`src/rtl/stopwatch_ctrl.sv`:
```
// Stopwatch mode FSM and MM:SS.CC BCD timebase, fed by one-cycle debounced button pulses.
// Digit outputs show the frozen lap capture while in LAP and the live count otherwise.
module stopwatch_ctrl #(
   parameter int unsigned TICK_DIV = 500000
) (
   input  logic       clk,
   input  logic       rst,
   input  logic       start_stop,
   input  logic       lap_reset,
   output logic [2:0] min_t,
   output logic [3:0] min_o,
   output logic [2:0] sec_t,
   output logic [3:0] sec_o,
   output logic [3:0] cs_t,
   output logic [3:0] cs_o,
   output logic       running,
   output logic       lap_mode,
   output logic       overflow
);

   localparam int unsigned PW = $clog2(TICK_DIV);
   localparam logic [PW-1:0] PRESC_LAST = PW'(TICK_DIV - 1);
   localparam logic [PW-1:0] PRESC_ONE  = PW'(1);

   typedef enum logic [1:0] {StIdle, StRun, StPause, StLap} state_e;

   state_e          r_state;
   state_e          w_state_nxt;
   logic [PW-1:0]   r_presc;
   logic [21:0]     r_live;
   logic [21:0]     r_lap;
   logic            r_overflow;
   logic [21:0]     w_live_inc;
   logic [21:0]     w_disp;
   logic            w_count_en;
   logic            w_tick;
   logic            w_wrap;
   logic            w_capture;
   logic            w_clear;
   logic [2:0]      w_mt;
   logic [3:0]      w_mo;
   logic [2:0]      w_st;
   logic [3:0]      w_so;
   logic [3:0]      w_ct;
   logic [3:0]      w_co;

   // start_stop is checked first in every state, so a simultaneous lap_reset is dropped.
   always_comb begin
      w_state_nxt = r_state;
      w_capture   = 1'b0;
      w_clear     = 1'b0;
      case (r_state)
         StIdle: begin
            if (start_stop) w_state_nxt = StRun;
         end
         StRun: begin
            if (start_stop) begin
               w_state_nxt = StPause;
            end else if (lap_reset) begin
               w_state_nxt = StLap;
               w_capture   = 1'b1;
            end
         end
         StLap: begin
            if (start_stop) begin
               w_state_nxt = StPause;
            end else if (lap_reset) begin
               w_state_nxt = StRun;
            end
         end
         StPause: begin
            if (start_stop) begin
               w_state_nxt = StRun;
            end else if (lap_reset) begin
               w_state_nxt = StIdle;
               w_clear     = 1'b1;
            end
         end
         default: w_state_nxt = StIdle;
      endcase
   end

   assign w_count_en = (r_state == StRun) || (r_state == StLap);
   assign w_tick     = w_count_en && (r_presc == PRESC_LAST);

   always_comb begin
      {w_mt, w_mo, w_st, w_so, w_ct, w_co} = r_live;
      w_wrap = 1'b0;
      if (w_co != 4'd9) begin
         w_co = w_co + 4'd1;
      end else begin
         w_co = 4'd0;
         if (w_ct != 4'd9) begin
            w_ct = w_ct + 4'd1;
         end else begin
            w_ct = 4'd0;
            if (w_so != 4'd9) begin
               w_so = w_so + 4'd1;
            end else begin
               w_so = 4'd0;
               if (w_st != 3'd5) begin
                  w_st = w_st + 3'd1;
               end else begin
                  w_st = 3'd0;
                  if (w_mo != 4'd9) begin
                     w_mo = w_mo + 4'd1;
                  end else begin
                     w_mo = 4'd0;
                     if (w_mt != 3'd5) begin
                        w_mt = w_mt + 3'd1;
                     end else begin
                        w_mt   = 3'd0;
                        w_wrap = 1'b1;
                     end
                  end
               end
            end
         end
      end
      w_live_inc = {w_mt, w_mo, w_st, w_so, w_ct, w_co};
   end

   always_ff @(posedge clk or posedge rst) begin
      if (rst) begin
         r_state    <= StIdle;
         r_overflow <= 1'b0;
      end else begin
         r_state    <= w_state_nxt;
         r_overflow <= w_tick & w_wrap;
      end
   end

   // Prescaler holds while paused so a resume keeps the partial tick.
   always_ff @(posedge clk or posedge rst) begin
      if (rst) begin
         r_presc <= '0;
      end else if (w_clear) begin
         r_presc <= '0;
      end else if (w_count_en) begin
         r_presc <= w_tick ? '0 : r_presc + PRESC_ONE;
      end
   end

   always_ff @(posedge clk or posedge rst) begin
      if (rst) begin
         r_live <= '0;
      end else if (w_clear) begin
         r_live <= '0;
      end else if (w_tick) begin
         r_live <= w_live_inc;
      end
   end

   // Capture takes the pre-increment live value even if a tick lands on the same edge.
   always_ff @(posedge clk or posedge rst) begin
      if (rst) begin
         r_lap <= '0;
      end else if (w_clear) begin
         r_lap <= '0;
      end else if (w_capture) begin
         r_lap <= r_live;
      end
   end

   assign w_disp = (r_state == StLap) ? r_lap : r_live;
   assign {min_t, min_o, sec_t, sec_o, cs_t, cs_o} = w_disp;
   assign running  = w_count_en;
   assign lap_mode = (r_state == StLap);
   assign overflow = r_overflow;

endmodule
```
`config.mk`:
```
export PLATFORM = sky130hd
export DESIGN_NAME = stopwatch_ctrl
export DESIGN_NICKNAME = d
export VERILOG_FILES = /design/src/rtl/stopwatch_ctrl.sv
export SDC_FILE = /design/constraint.sdc
export NUM_CORES = 1
export LEC_CHECK = 0
export CAP_MARGIN = 25
export CORE_MARGIN = 4
export CORE_UTILIZATION = 47
export DETAILED_ROUTE_END_ITERATION = 8
export GPL_ROUTABILITY_DRIVEN = 0
export PLACE_DENSITY_LB_ADDON = 0.1
export SETUP_SLACK_MARGIN = 0.3
export SKIP_LAST_GASP = 1
export SLEW_MARGIN = 20
export SYNTH_ARGS = -nofsm -noshare
export SYNTH_HDL_FRONTEND = slang
export SYNTH_SLANG_ARGS = --single-unit
```
`constraint.sdc`:
```
create_clock -name clk -period 6.1 [get_ports clk]
set_clock_uncertainty 0.05 [all_clocks]
set_input_delay 1.22 -clock clk [delete_from_list [all_inputs] [get_ports clk]]
set_output_delay 1.22 -clock clk [all_outputs]
set_load 0.01 [all_outputs]
```
==> impl_metrics.tcl <==
set metrics [dict create \
    grt_pass1_wl_mm 12.9 \
    timing.fmax_mhz 237 \
    areaGrowthSynthToFinish_pct 16.4 \
    cap_violations 0 \
    row_count 30 \
    postRouteWirelength_mm 7.44 \
    wl_per_cell_microns 15.8 \
    synth_edf_count 0 \
    diodes 0 \
    die_h_microns 93.5 \
    clk_pin_slew_ns 0.07 \
    clock-sinks 66 \
    syn-mean-instance-area_sq_um 10.0 \
    nets 383 \
    end_kind "output pin" \
    hold_path.class "reg2reg" \
    io_pins 29 \
    power_leakage_nw 1.72 \
    cts_max_level 3 \
    synth-seq-cells 66 \
    cp.arrival_ns 2.95 \
    yosysSeqAreaShare_pct 48.1 \
    die_area_sq_um 8740 \
    cts_resized 0 \
    first_pass_iters 4 \
    ys_warn_count 0 \
    first_global_vias 2571 \
    io_buffer_count 28 \
    setup_viol 0 \
    yosysTopAreaCell "dfrtp_1" \
    grt_max_degree 67 \
    hold_viol 0 \
    vias_per_cell 5.55 \
    holdBufCountCts 0 \
    remaining_drc_errors 0 \
    worst_pin_slew_ns 0.950 \
    numCtsBuffers 9 \
    postRouteAntennaNets 0 \
    finalSetupTns_ns 0 \
    period_share_pct 69.1 \
    post-cts-setup-buffers 0 \
    die_x_microns 93.5 \
    rsz0062_at_grt "no" \
    drt_first_iter_violations 118 \
    top_layer_used "met4" \
    crit_type "reg2out" \
    final_common_cell "dfrtp_1" \
    timing.final.crit_period_ns 4.22 \
    ys.flop_type "dfrtp_1" \
    grt_usage_pct 18.7 \
    design_area_sq_um 4000 \
    synth.distinct_cells 41 \
    clockBufferDepth 2 \
    final_cell_mix "66 x dfrtp_1, 31 x nor2_1, 28 x nand2_1, 28 x clkdlybuf4s50_1" \
    drive_gt1_share_pct 12.5 \
    n_fill_cell 587 \
    synth_nets 355 \
    cp-start-kind "flop" \
    root_buffer "clkbuf_8" \
    insertion_delay_ns 0.35 \
    wl_met3_microns 343 \
    synth_top_area_share_pct 48.1 \
    required_ns 4.83 \
    vdd_drop_max_v 0.000208 \
    core_sq_um 6940 \
    cts_tree "built" \
    slew_viol_final 0 \
    start_util_pct 49.5 \
    dp_hpwl_mm 4.79 \
    ys_top_cells_by_area "dfrtp_1 48%, mux2_2 5.6%, a22o_1 4.1%, nor2_1 3.6%, ha_1 3.3%" \
    grt_overflow_total 0 \
    max_slew_margin_pct 36.5 \
    wl_met1_mm 3.83 \
    synthArstFlopShare_pct 100 \
    synth_area_sq_um 3440 \
    crit_fanout 18 \
    synth_cells 342 \
    antenna_found_initial 0 \
    power.density_nw_per_um2 450 \
    status "completed" \
    met2_wirelength_mm 3.23 \
    placement.cell_area_sq_um 3810 \
    num_vias 2615 \
]
-- cell type report --
| cell class | instances | area, sq um | area share (%) |
|---|---|---|---|
| clock buffers | 10 | 128 | 3.19 |
| repair buffers | 31 | 303 | 7.57 |
| flip-flops and latches | 66 | 1650 | 41.3 |
| well taps | 96 | 120 | 3.00 |
| clock inverters | 6 | 57.6 | 1.44 |
| multi-input cells | 251 | 1700 | 42.4 |
| inverters | 11 | 41.3 | 1.03 |
-- path summary, 6_finish.rpt --
kind,start,endpoint,slack [ns],depth (start not counted)
worst max-delay path,r_state[0],cs_o[1],1.88,5
worst min-delay path,r_lap[15],r_lap[15],0.45,1
worst max register to register,r_presc[0],r_live[6],3.21,6
worst min register to register,r_lap[15],r_lap[15],0.45,1
max in group asynchronous,rst,r_lap[13],4.06,3
min in group asynchronous,rst,r_lap[17],1.39,3
-- stage by stage --
step | setup WS (ns) | hold WS, ns | util [%] | cells | power [W]
after global routing | 1.69 | 0.468 | 57.6 | 471 | 0.00193
final | 1.88 | 0.452 | 57.6 | 471 | 0.00180
after CTS | 1.85 | 0.452 | 57.6 | 471 | 0.00182
after detailed placement | 2.22 | 0.432 | 54.9 | 455 | 0.00145
after global placement | 2.27 | 0.429 | 54.9 | 455 | 0.00144
after floorplan | 3.18 | 0.412 | - | 342 | 0.00114
-- cells in the mapped netlist, drive strengths merged (4+ instances only) --
cell type	number
or3	13
nor3	4
nand4	8
inv	11
nor4	4
a22o	16
dfrtp	66
nand2	28
clkbuf	11
ha	9
mux2	17
and3b	4
a21oi	21
xnor2	10
mux2i	7
o21ai	22
or4	6
nand3	16
nor2	33
xor2	10
-- logic make-up after synthesis --
logic type / Yosys count / share of synthesized area, %
buf+inv: 25 / 2.84
flops: 66 / 48.1
xor+xnor: 20 / 5.10
fa+ha+maj: 9 / 3.28
simple gates: 136 / 22.0
compound gates: 62 / 11.1
mux: 24 / 7.61
-- flip-flops by register name (all words and copies together), names as in the netlist --
| register | count |
|---|---|
| r_lap | 22 |
| overflow | 1 |
| r_state | 2 |
| r_presc | 19 |
| r_live | 22 |
-- critical path, stage by stage, from the launching register on --
cell             delay (ns)
dfrtp_1                0.62
nand2_1                0.63
inv_1                  0.54
nand2_1                0.09
o21ai_0                0.12
clkdlybuf4s50_1        0.59
-- metal layers --
layer,global-route usage (%),vias to the layer above
li1,-,1276
met1,26.9,1281
met2,27.6,52
met3,5.79,6
met4,4.03,0
met5,0,-
-- where the power goes --
part	leakage (nW)	switching, W	internal (W)
sequential	0.872	0.000177	0.000595
combinational	0.747	0.000303	0.000367
clock	0.0958	0.000169	0.000186
total	1.72	0.000650	0.00115
(Power assumes the default switching activity.)
